[src/rtl/unicone_pkg.sv]
// Shared unicone defaults used by the serial/parallel conversion blocks.
package unicone_pkg;

    localparam int DESER_WIDTH       = 8;
    localparam int DESER_COUNT_WIDTH = 3;

endpackage

[src/rtl/deserializer.sv]
// Serial-to-parallel converter: shifts MSB-first bits into a word, parks the
// finished word in a one-deep hold register and pulses it out on par_strobe.
module deserializer
    import unicone_pkg::*;
#(
    parameter int WIDTH       = DESER_WIDTH,
    parameter int COUNT_WIDTH = DESER_COUNT_WIDTH
) (
    input  logic             clk,
    input  logic             reset,
    input  logic             ser_data,
    input  logic             ser_strobe,
    output logic             ser_ready,
    input  logic             flush,
    output logic [WIDTH-1:0] par_data,
    input  logic             par_ready,
    output logic             par_strobe,
    output logic             is_empty,
    output logic             overflow
);

    typedef enum logic [1:0] {
        S_EMPTY = 2'd0,
        S_HELD  = 2'd1,
        S_PULSE = 2'd2
    } state_t;

    localparam logic [COUNT_WIDTH-1:0] LAST_BIT = COUNT_WIDTH'(WIDTH - 1);

    state_t                 state_q, state_d;
    logic [WIDTH-1:0]       shifter_q, shifter_d;
    logic [COUNT_WIDTH-1:0] bit_count_q, bit_count_d;
    logic [WIDTH-1:0]       hold_q, hold_d;
    logic                   hold_full_q, hold_full_d;
    logic [WIDTH-1:0]       par_data_q, par_data_d;
    logic                   overflow_q, overflow_d;
    logic                   accept_s;
    logic                   word_done_s;
    logic [WIDTH-1:0]       shifted_s;

    // Back-pressure only when the next bit would complete a word with nowhere to go.
    assign ser_ready  = !(hold_full_q && (bit_count_q == LAST_BIT));
    assign par_strobe = (state_q == S_PULSE);
    assign is_empty   = (bit_count_q == '0) && !hold_full_q && (state_q != S_PULSE);
    assign par_data   = par_data_q;
    assign overflow   = overflow_q;

    // Next-state logic for the shifter, hold register and output FSM.
    always_comb begin
        state_d     = state_q;
        shifter_d   = shifter_q;
        bit_count_d = bit_count_q;
        hold_d      = hold_q;
        hold_full_d = hold_full_q;
        par_data_d  = par_data_q;
        overflow_d  = overflow_q;

        accept_s    = ser_strobe && ser_ready && !flush;
        word_done_s = accept_s && (bit_count_q == LAST_BIT);
        shifted_s   = {shifter_q[WIDTH-2:0], ser_data};

        if (flush) begin
            shifter_d   = '0;
            bit_count_d = '0;
            overflow_d  = 1'b0;
        end else if (accept_s) begin
            shifter_d = shifted_s;
            if (word_done_s) begin
                bit_count_d = '0;
                hold_d      = shifted_s;
                hold_full_d = 1'b1;
            end else begin
                bit_count_d = bit_count_q + COUNT_WIDTH'(1);
            end
        end else if (ser_strobe) begin
            overflow_d = 1'b1;
        end else begin
            overflow_d = overflow_q;
        end

        // A word never completes while S_HELD (ser_ready is low then), so
        // clearing hold_full here cannot lose a freshly completed word.
        case (state_q)
            S_EMPTY: begin
                if (hold_full_d) begin
                    state_d = S_HELD;
                end else begin
                    state_d = S_EMPTY;
                end
            end
            S_HELD: begin
                if (par_ready) begin
                    par_data_d  = hold_q;
                    hold_full_d = 1'b0;
                    state_d     = S_PULSE;
                end else begin
                    state_d = S_HELD;
                end
            end
            S_PULSE: begin
                if (hold_full_d) begin
                    state_d = S_HELD;
                end else begin
                    state_d = S_EMPTY;
                end
            end
            default: begin
                state_d = S_EMPTY;
            end
        endcase
    end

    // State registers with asynchronous reset.
    always_ff @(posedge clk or posedge reset) begin
        if (reset) begin
            state_q     <= S_EMPTY;
            shifter_q   <= '0;
            bit_count_q <= '0;
            hold_q      <= '0;
            hold_full_q <= 1'b0;
            par_data_q  <= '0;
            overflow_q  <= 1'b0;
        end else begin
            state_q     <= state_d;
            shifter_q   <= shifter_d;
            bit_count_q <= bit_count_d;
            hold_q      <= hold_d;
            hold_full_q <= hold_full_d;
            par_data_q  <= par_data_d;
            overflow_q  <= overflow_d;
        end
    end

endmodule

[config.mk]
export PLATFORM = sky130hd
export DESIGN_NAME = deserializer
export DESIGN_NICKNAME = d
export VERILOG_FILES = /design/src/rtl/unicone_pkg.sv /design/src/rtl/deserializer.sv
export SDC_FILE = /design/constraint.sdc
export NUM_CORES = 1
export LEC_CHECK = 0
export BUFFER_PORTS_ARGS = -buffer_cell sky130_fd_sc_hd__buf_2
export CORE_ASPECT_RATIO = 1.4
export CORE_MARGIN = 3
export CORE_UTILIZATION = 59
export DETAILED_ROUTE_END_ITERATION = 10
export GPL_TIMING_DRIVEN = 0
export PLACE_DENSITY_LB_ADDON = 0.12
export SLEW_MARGIN = 20
export SYNTH_ARGS = -nofsm -noshare
export SYNTH_HDL_FRONTEND = slang
export SYNTH_SLANG_ARGS = --single-unit
[constraint.sdc]
create_clock -name clk -period 2.5 [get_ports clk]
set_input_delay 0.5 -clock clk [delete_from_list [all_inputs] [get_ports clk]]
set_output_delay 0.5 -clock clk [all_outputs]
set_load 0.03 [all_outputs]
* Word-level counts from Yosys, hierarchy flattened
Cells that the tools add are included.
** Operators by class
- Add/sub/neg operators :: 1
- Multiply operators :: 0
- Divide/modulo/power cells :: 0
- Magnitude comparators :: 0
- Equality and inequality tests :: 5
- Shifts and indexed selects :: 0
- Multiplexer cells :: 16
- Bitwise gates (word level) :: 1
- Reductions and logical operators :: 17
** Operators with widths (number)
- 7-bit two-way mux :: 2
- 1-bit two-way mux :: 9
- 3-bit two-way mux :: 3
- 1-bit logical AND :: 6
- 2-bit inequality test, second input constant :: 2
- 2-bit case mux with 2 select lines :: 1
- 2-bit AND reduction :: 2
- 2-bit nonzero test :: 2
- 3-bit by 1-bit adder with 3-bit output, second input constant :: 1
- 3-bit == test, second input constant :: 1
- 1-bit logical NOT :: 3
- 3-bit logical NOT :: 1
- 3-bit AND reduction :: 1
- 2-bit by 1-bit == test with 1-bit output, second input constant :: 1
- 2-bit == test, second input constant :: 1
- 2-bit logical NOT :: 1
- 2-bit two-way mux :: 1
- 2-bit OR reduction :: 1
- 1-bit NOT :: 1
** Word-level totals
- Register bits after elaboration :: 30
- Latch bits :: 0
- Memory bits (writable) :: 0
- Bits in read-only memories :: 0
- Input bits :: 6
- Output and inout bits :: 12
- Word-level logic and storage cells :: 47
- Memories :: 0

* Longest topological paths before layout
Gate-level depths: netlist (run 1).
- Depth in word-level cells :: 11
- Gate-level depth with buffers :: 5
- Depth with buffers taken out :: 4

* Least setup slack after synthesis (run 1)
OpenSTA, ideal clock, no wires.
- Path kind :: flip-flop to output port
- Start point :: register state_q[1]
- End point :: output is_empty
- Arrival time :: 1662 ps
- Data required time :: 2000 ps
- Setup slack :: 338 ps
- Stages on the path, launching flop included :: 3
- Path buffers :: 0
- Cells stage by stage :: dfrtp_1 > nor2b_1 > nor4b_1
** Between the ends
- Word-level cells in the longest chain between the ends :: 2
** RTL lines
- from (decl) :: line deserializer.sv:30 : state_t state_q, state_d;
- from (signal assigned) :: line deserializer.sv:124 : state_q <= state_d;
- 2-bit inequality test :: line deserializer.sv:44 : assign is_empty = (bit_count_q == '0) && !hold_full_q && (state_q != S_PULSE);
- 1-bit logical AND :: line deserializer.sv:44
- to (decl) :: line deserializer.sv:18 : output logic is_empty,
No other way between the ends.

* Worst setup path after layout (run 1)
- Start point :: register bit_count_q[0]
- End point :: output ser_ready
** Between the ends
- Word-level cells in the longest chain between the ends :: 3
** RTL lines
- from (decl) :: line deserializer.sv:32 : logic [COUNT_WIDTH-1:0] bit_count_q, bit_count_d;
- from (signal assigned) :: line deserializer.sv:126 : bit_count_q <= bit_count_d;
- 3-bit == test :: line deserializer.sv:42 : assign ser_ready = !(hold_full_q && (bit_count_q == LAST_BIT));
- 1-bit logical AND :: line deserializer.sv:42
- 1-bit logical NOT :: line deserializer.sv:42
- to (decl) :: line deserializer.sv:13 : output logic ser_ready,
No other way between the ends.

==> impl_metrics.csv, run 1 <==
group,metric,value,unit
placed_design,placedCellCount,130,
layout,syn_to_final_growth,12.2,%
pwr,peakVddDrop,0.000455,V
detailed_routing,vias,773,
global_routing,gr-total-overflow,0,
layout,instances_no_fill,136,
die,die_h,62.3,µm
placed_design,gp_congestion,0.718,
layout,drive_above_1_share,41.7,%
die,core-area,2040,µm²
critical_path,worstPathRequired,2000,ps
die,dieArea,2880,µm²
synthesis,ys_ff_latch,30,
global_routing,antenna_found_initial,0,
synthesis,synth_cell_type_count,25,
critical_path,crit_fanout,7,
synthesis,synth_area,1330,µm²
synthesis,syn_area_per_cell,14.5,µm²
status,status,"completed",
die,rows,19,
detailed_routing,antenna_left,0,
layout,fill_cells,142,
clock_tree,cts.sinks,30,
critical_path,critPathTopFamily,"adder cells",
detailed_routing,routed_wl,2.09,mm
synthesis,synth-seq-area-share,56.3,%
clock_tree,cts_max_level,2,
synthesis,synth_nets,101,
clock_tree,cts_hold_buf,0,
pwr,total_leakage_power,0.790,nW
sta,final-setup-viol-count,0,
layout,num_antenna_cells,0,
global_routing,grt.total_usage,17.8,%
die,die_w,46.2,µm
critical_path,cpMostUsedCell,"ha_1",
global_routing,first_global_vias,862,
sta,hold_viol_final,0,
die,ioPinCount,18,
detailed_routing,drtIter0Drc,15,
critical_path,crit_type,"flop to primary output",
sta,tns,0,ps
clock_tree,clk_pin_slew_worst_paths,90,ps
clock_tree,cts_setup_buffers,0,
die,initial_core_util,65.2,%
clock_tree,tritoncts,"yes",
placed_design,dpl_cell_area,1450,µm²
synthesis,yosys_warnings,0,
layout,layout_common_cells,"30 x dfrtp_1, 19 x buf_2, 10 x nand2b_1",
sta,fin_skew,9.47,ps
detailed_routing,drc_errors,0,
placed_design,io_buffers,17,
worst_hold_path,hold_class,"primary input to async pin",
sta,finalCritPeriodShare,79.6,%
sta,worstMarginPinSlew,598,ps
detailed_routing,viasPerCell,5.68,
clock_tree,root_buffer,"clkbuf_4",
global_routing,grt_max_degree,31,
sta,fmax,503,MHz
layout,final_common_cell,"dfrtp_1",
clock_tree,cts_resized,0,
critical_path,slowest_stage,"dfrtp_1",
global_routing,grt_pass1_wl,3.72,mm
clock_tree,clk_latency,330,ps
critical_path,rrSetupSlack,780,ps
critical_path,critPathMaxStageDelay,410,ps
critical_path,cp-end-kind,"primary output",
sta,rsz0062_at_grt,"no",
layout,final_area,1500,µm²
critical_path,arrival,1490,ps
pwr,power_density,582,nW/µm²
detailed_routing,routedWlPerCell,15.4,µm
critical_path,crit_chain,"ha_1 -> ha_1 -> nand2_1 -> buf_2",
synthesis,netlist_instances,92,
sta,whs,228,ps
layout,final_net_count,125,
sta,slew_headroom,60.1,%
sta,maxSlewViolCount,0,
critical_path,crit_path_start_kind,"flop",
critical_path,crit_buf_inv,1,
sta,finalCriticalPeriod,1990,ps
clock_tree,cts_buffers,5,
clock_tree,clockBufferDepth,2,
flow_run,drv_cap,0,
detailed_routing,first_pass_iters,3,
placed_design,dp.final_hpwl,1.46,mm
==> power breakdown <==
part | switching (W) | internal [W]
Combinational | 0.0000508 | 0.0000356
Clock | 0.000154 | 0.000126
Sequential | 0.00000787 | 0.000496
==> sequential cells by signal, summed over array words and instances, names as in the netlist <==
name and flops:
shifter_q 7, par_data 8, bit_count_q 3, overflow 1, hold_full_q 1, state_q 2
hold_q 8
==> final timing paths <==
check                                                 from                 endpoint  depth (start not counted)
worst max register to register  bit_count_q[0]$_DFFE_PP0P_    hold_q[4]$_DFFE_PP0P_                          5
min in group clk                                  ser_data    hold_q[0]$_DFFE_PP0P_                          2
worst max-delay path            bit_count_q[0]$_DFFE_PP0P_                ser_ready                          4
worst min-delay path                                 reset    hold_q[1]$_DFFE_PP0P_                          2
worst min register to register     par_data[3]$_DFFE_PP0P_  par_data[3]$_DFFE_PP0P_                          1
max in group asynchronous                            reset  par_data[4]$_DFFE_PP0P_                          2
==> kinds of logic (layout without fill, tap and decap cells) <==
group           count (synthesis)  after routing  share of synthesized area (%)
simple gates                   18             18                           10.4
buf+inv                         9             32                           3.85
compound gates                  8              8                           4.88
fa+ha+maj                       3              3                           2.81
mux                            24             24                           21.8
flops                          30             30                           56.3
==> worst register-to-register path, cell delays in order, from the launching register on <==
cell	delay [ps]
dfrtp_1	380
ha_1	160
ha_1	280
nor4bb_4	260
buf_6	210
mux2_4	310
==> metal layers <==
layer  part of all wire [%]  track usage [%]  vias to the layer above
met4                    2.6             10.7                        0
li1                       -                -                      368
met3                    4.2             4.34                        6
met1                     43             21.4                      383
met5                      0                0                        -
met2                     50             27.4                       16
==> area by class of cell <==
cell class	instances	area, µm²	area share (%)
Clock buffer	6	51.3	3.43
Buffer	5	36.3	2.42
Multi-Input combinational cell	53	532	35.5
Sequential cell	30	751	50.2
Tap cell	21	26.3	1.76
Timing Repair Buffer	17	85.1	5.69
Inverter	4	15.0	1.00
==> cell usage after synthesis <==
library cell   n  area share [%]
a31oi_1        1            0.47
nand2b_1      10             4.7
ha_1           3             2.8
nand3b_1       1            0.56
buf_6          2             1.7
mux2_4         8             9.0
nor2b_1        1            0.47
nor4b_1        1            0.66
clkbuf_1       1            0.28
o31a_2         1            0.75
mux2i_1        8             6.0
nand2_1        1            0.28
or4b_1         1            0.75
a21boi_2       1            0.84
buf_2          2            0.75
nor2_1         1            0.28
nor4bb_4       1             1.9
dfrtp_1       30              56
o31ai_1        2             1.1
or4bb_1        1            0.84
mux2_2         8             6.8
a21bo_2        1            0.75
inv_1          4             1.1
o21a_1         1            0.56
o21ai_0        1            0.37
==> per-stage QoR <==
stage	total power (W)	utilization, %	setup slack [ps]
finish	0.000871	73.2	511
global route	0.000907	73.2	439
CTS	0.000881	73.2	490
detailed placement	0.000602	70.7	779
global placement	0.000597	70.7	828
floorplan	0.000576	-	338
(Power assumes the default switching activity.)
==> run 2, diff against run 1 <==
Settings changed: CORE_UTILIZATION 59 to 50.
Clock period 2.5 ns to 1.7 ns, I/O delays scaled along.
==> run 2 against run 1 <==
Effect of this change:
- design area grew 5.1%
- first-iteration DRC count is 13% higher
- core utilization fell by 9.5 points
- flip-flop and latch count unchanged
- count of clock-buffer cells in the layout is 1 higher
- wire length rose by 3.7%
- power rose by 45%
- global-route usage decreased by 2.8 points
- hold slack got worse by 140 ps
- combinational power grew 74%
- sequential share of layout area is 2.4 points lower
- clock skew is 2.3 ps lower
- largest cell class unchanged
- highest routed layer unchanged
==> impl_metrics.csv, run 2 (same netlist as run 1, synthesis figures left out) <==
group,metric,value,unit
layout,final_common_cell,"dfrtp_1",
placed_design,dpl_cell_area,1470,µm²
die,dieArea,3330,µm²
global_routing,grt_pass1_wl,3.66,mm
placed_design,io_buffers,17,
layout,final_net_count,127,
detailed_routing,met3_length,103,µm
detailed_routing,routedWlPerCell,14.3,µm
die,ioPinCount,18,
placed_design,gp_congestion,0.701,
critical_path,crit_type,"flop to primary output",
sta,final-setup-viol-count,0,
detailed_routing,wl_met1,872,µm
sta,rsz0062_at_grt,"yes",
layout,layout_common_cells,"30 x dfrtp_1, 17 x buf_2, 10 x nand2b_1",
critical_path,crit_path_start_kind,"flop",
detailed_routing,viasPerCell,5.22,
sta,fin_skew,7.20,ps
sta,fmax,597,MHz
die,die_h,67.1,µm
pwr,power_density,802,nW/µm²
pwr,total_leakage_power,0.807,nW
global_routing,grt.total_usage,15.0,%
die,rows,21,
sta,finalCriticalPeriod,1670,ps
status,status,"completed",
die,initial_core_util,54.0,%
pwr,peakVddDrop,0.000581,V
clock_tree,cts_buffers,5,
detailed_routing,top_layer_used,"met4",
layout,instances_no_fill,152,
detailed_routing,vias,793,
layout,num_antenna_cells,0,
clock_tree,root_buffer,"clkbuf_4",
clock_tree,cts.sinks,30,
die,core-area,2470,µm²
die,die_w,49.7,µm
sta,worstMarginPinSlew,611,ps
placed_design,placedCellCount,143,
global_routing,grt_max_degree,31,
clock_tree,clk_latency,310,ps
sta,finalCritPeriodShare,98.5,%
clock_tree,cts_max_level,2,
layout,fill_cells,216,
sta,hold_viol_final,0,
layout,drive_above_1_share,46.6,%
clock_tree,tritoncts,"yes",
global_routing,gr-total-overflow,0,
layout,final_util,63.7,%
critical_path,arrival,1330,ps
sta,maxSlewViolCount,0,
worst_hold_path,hold_class,"primary input to async pin",
detailed_routing,drtIter0Drc,17,
detailed_routing,antenna_left,0,
critical_path,cp-end-kind,"primary output",
critical_path,worstPathRequired,1360,ps
sta,slew_headroom,59.2,%
clock_tree,clk_pin_slew_worst_paths,90,ps
layout,final_area,1570,µm²
detailed_routing,drc_errors,0,
critical_path,crit_fanout,7,
critical_path,rrSetupSlack,70,ps
global_routing,first_global_vias,793,
detailed_routing,first_pass_iters,4,
detailed_routing,routed_wl,2.17,mm
layout,syn_to_final_growth,17.9,%
detailed_routing,wl_met2,1.15,mm
clock_tree,cts_hold_buf,0,
flow_run,drv_cap,0,
clock_tree,clockBufferDepth,2,
global_routing,antenna_found_initial,0,
run 2: cell types whose count changed in the layout (fill, tap and decap cells not counted):
| cell | before | now |
|---|---|---|
| nor4b_1 | 1 | 0 |
| clkbuf_8 | 1 | 0 |
| clkbuf_1 | 1 | 3 |
| buf_4 | 0 | 3 |
| buf_2 | 19 | 17 |
| nor4b_4 | 0 | 1 |
| ha_4 | 0 | 2 |
| ha_2 | 0 | 1 |
| inv_2 | 1 | 3 |
| buf_6 | 2 | 3 |
| inv_1 | 3 | 1 |
| ha_1 | 3 | 0 |
run 2: final timing paths:
check	start	end	cells after the start
setup / recovery	bit_count_q[0]$_DFFE_PP0P_	ser_ready	4
hold / removal	reset	par_data[3]$_DFFE_PP0P_	2
setup reg to reg	bit_count_q[0]$_DFFE_PP0P_	state_q[0]$_DFF_PP0_	6
hold reg to reg	par_data[0]$_DFFE_PP0P_	par_data[0]$_DFFE_PP0P_	1
max in group asynchronous	reset	par_data[0]$_DFFE_PP0P_	2
min in group clk	ser_data	hold_q[0]$_DFFE_PP0P_	2
run 2: area by class of cell:
class | instances | area, µm² | area share, %
Sequential cell | 30 | 751 | 47.7
Multi-Input combinational cell | 53 | 574 | 36.5
Timing Repair Buffer | 19 | 109 | 6.92
Clock buffer | 7 | 45.0 | 2.86
Tap cell | 34 | 42.5 | 2.70
Buffer | 5 | 36.3 | 2.31
Inverter | 4 | 15.0 | 0.955
run 2: what timing repair did:
item,CTS,global route
setup buffers,0,2
pin swaps,0,1
resized for setup,5,6
endpoints found under the setup margin,10,4
run 2: power breakdown:
group	switching (W)	internal, W	total, W
logic	0.0000805	0.0000699	0.000150
clock network	0.000213	0.000156	0.000369
registers	0.0000133	0.000729	0.000742
total	0.000307	0.000955	0.00126
run 2: worst max-delay path, cell delays in order, from the launching register on:
cell,delay [ps]
dfrtp_1,420
ha_2,200
ha_4,180
nand2_1,60
buf_4,150
run 2: per-layer routing:
metal  up-vias  GRT usage (%)
met2        19           26.7
li1        375              -
met1       393           15.9
met3         6           5.37
met5         -              0
met4         0           6.23
run 2: through the flow:
stage	setup WS (ps)	power, W	hold slack, ps	setup TNS [ps]
4_1_cts	6.95	0.00127	262	0
6_report	25.2	0.00126	89.3	0
3_3_place_gp	12.6	0.000881	482	0
5_1_grt	-46.4	0.00133	115	-231
3_5_place_dp	5.94	0.000886	487	0
2_1_floorplan	111	0.000849	431	0
==> run 3, diff against run 2 <==
Settings changed: CORE_MARGIN 3 to 2, CORE_UTILIZATION 50 to 59, REMOVE_ABC_BUFFERS set to 1.
Clock period 1.7 ns to 2.2 ns, I/O delays scaled along.
==> run 3 against run 2 <==
Effect of this change:
- via count fell by 4.3%
- global-route usage rose by 3.5 points
- clock power fell by 17%
- combinational power fell by 37%
- highest routed layer unchanged
- wire length fell by 8.1%
- flip-flop and latch count did not move
- register-to-register slack improved by 360 ps
- sequential power fell by 23%
- core utilization rose by 5.2 points
- critical path depth did not move
- die area fell by 20%
- final cell count fell by 13%
- critical endpoint unchanged
==> impl_metrics.csv, run 3 (same netlist as run 1, synthesis figures left out) <==
group,metric,value,unit
clock_tree,cts_buffers,5,
global_routing,gr-total-overflow,0,
die,die_h,60.3,µm
layout,syn_to_final_growth,11.1,%
pwr,peakVddDrop,0.000490,V
sta,slew_headroom,59.9,%
detailed_routing,antenna_left,0,
pwr,total_leakage_power,0.778,nW
status,status,"completed",
critical_path,cp-end-kind,"primary output",
clock_tree,clockBufferDepth,2,
clock_tree,cts.sinks,30,
global_routing,use_met3,7.25,%
sta,finalCriticalPeriod,1930,ps
clock_tree,clk_pin_slew_worst_paths,80,ps
die,dieArea,2660,µm²
sta,tns,0,ps
placed_design,dp.final_hpwl,1.33,mm
layout,drive_above_1_share,40.5,%
die,initial_core_util,62.0,%
critical_path,worstPathRequired,1760,ps
sta,maxSlewViolCount,0,
critical_path,rr_startpoint,"bit_count_q[0]$_DFFE_PP0P_",
sta,worstMarginPinSlew,601,ps
layout,final_common_cell,"dfrtp_1",
sta,rsz0062_at_grt,"no",
clock_tree,cts_resized,0,
critical_path,arrival,1490,ps
sta,fin_ws,272,ps
sta,final-setup-viol-count,0,
critical_path,rrSetupSlack,430,ps
critical_path,crit_type,"flop to primary output",
layout,final_net_count,121,
placed_design,gp_congestion,0.681,
global_routing,grt_max_degree,31,
global_routing,grt_pass1_wl,3.33,mm
clock_tree,cts_max_level,2,
die,core-area,2150,µm²
placed_design,placedCellCount,126,
placed_design,dp_slack,126,ps
die,rows,20,
placed_design,dpl_cell_area,1410,µm²
detailed_routing,routed_wl,1.99,mm
detailed_routing,routedWlPerCell,15.0,µm
pwr,power_density,657,nW/µm²
global_routing,grt_util_met2,30.9,%
global_routing,grt-busiest-layer,"met2",
die,ioPinCount,18,
layout,final_area,1480,µm²
critical_path,worst_r2r_path_depth,5,
clock_tree,clk_latency,320,ps
critical_path,r2r-end,"hold_q[4]$_DFFE_PP0P_",
detailed_routing,vias,759,
detailed_routing,viasPerCell,5.71,
global_routing,grt_use_met1,19.4,%
sta,fmax,519,MHz
placed_design,io_buffers,17,
worst_hold_path,hold_class,"primary input to async pin",
layout,layout_common_cells,"30 x dfrtp_1, 17 x buf_2, 10 x nand2b_1",
die,die_w,44.2,µm
global_routing,grt.total_usage,18.4,%
sta,hold_viol_final,0,
clock_tree,root_buffer,"clkbuf_4",
global_routing,antenna_found_initial,0,
global_routing,first_global_vias,766,
clock_tree,tritoncts,"yes",
detailed_routing,drc_errors,0,
flow_run,drv_cap,0,
sta,fin_skew,6.74,ps
detailed_routing,first_pass_iters,4,
sta,finalCritPeriodShare,87.7,%
critical_path,crit_fanout,7,
layout,num_antenna_cells,0,
critical_path,crit_path_start_kind,"flop",
detailed_routing,drtIter0Drc,9,
layout,instances_no_fill,133,
-- run 3: cell count changes in the layout (fill, tap and decap cells not counted), moves of 3 or more --
cell | previous run | this run
buf_4 | 3 | 0
buf_6 | 3 | 0
clkbuf_1 | 3 | 0
ha_1 | 0 | 3
-- run 3: final cells by class --
class | instances | area, µm²
repair buffers | 18 | 105
flip-flops and latches | 30 | 751
fillers | 168 | 671
well taps | 22 | 27.5
clock buffers | 6 | 51.3
multi-input cells | 53 | 532
inverters | 4 | 15.0
-- run 3: metal layers --
layer,share of wire (%),vias up,wire [µm]
met2,52,19,1030
met1,42,382,837
met4,2.0,0,40
met5,0,-,0
li1,-,353,-
met3,4.4,5,87
-- run 3: timing repair --
item	in CTS	in global routing
endpoints found under the setup margin	0	3
hold buffers	0	0
buffers inserted	0	1
-- run 3: metrics by stage --
stage | hold slack [ps] | utilization [%] | power [W]
floorplan | 478 | - | 0.000650
global placement | 479 | 65.5 | 0.000675
detailed placement | 487 | 65.5 | 0.000680
CTS | 362 | 67.9 | 0.000989
global route | 238 | 68.8 | 0.00102
finish | 184 | 68.8 | 0.000973
-- run 3: worst max path at each step --
stage          slack [ps]                        from               endpoint  cells after the start
2_1_floorplan         100        state_q[1]$_DFF_PP0_               is_empty                      2
3_3_place_gp          140  bit_count_q[0]$_DFFE_PP0P_  hold_q[6]$_DFFE_PP0P_                      4
3_5_place_dp          130  bit_count_q[0]$_DFFE_PP0P_  hold_q[4]$_DFFE_PP0P_                      4
4_1_cts                80  bit_count_q[0]$_DFFE_PP0P_  hold_q[4]$_DFFE_PP0P_                      4
5_1_grt               200  bit_count_q[0]$_DFFE_PP0P_               is_empty                      4
6_report              270  bit_count_q[0]$_DFFE_PP0P_              ser_ready                      4
-- run 3: power breakdown --
group	internal [W]	switching [W]	total [W]
registers	0.000563	0.00000949	0.000573
logic	0.0000380	0.0000567	0.0000947
clock network	0.000144	0.000162	0.000306
-- run 3: critical path, stage by stage, from the launching register on --
cell and delay (ps):
dfrtp_1 400, ha_1 210, ha_1 270, nand2_1 100
buf_2 190
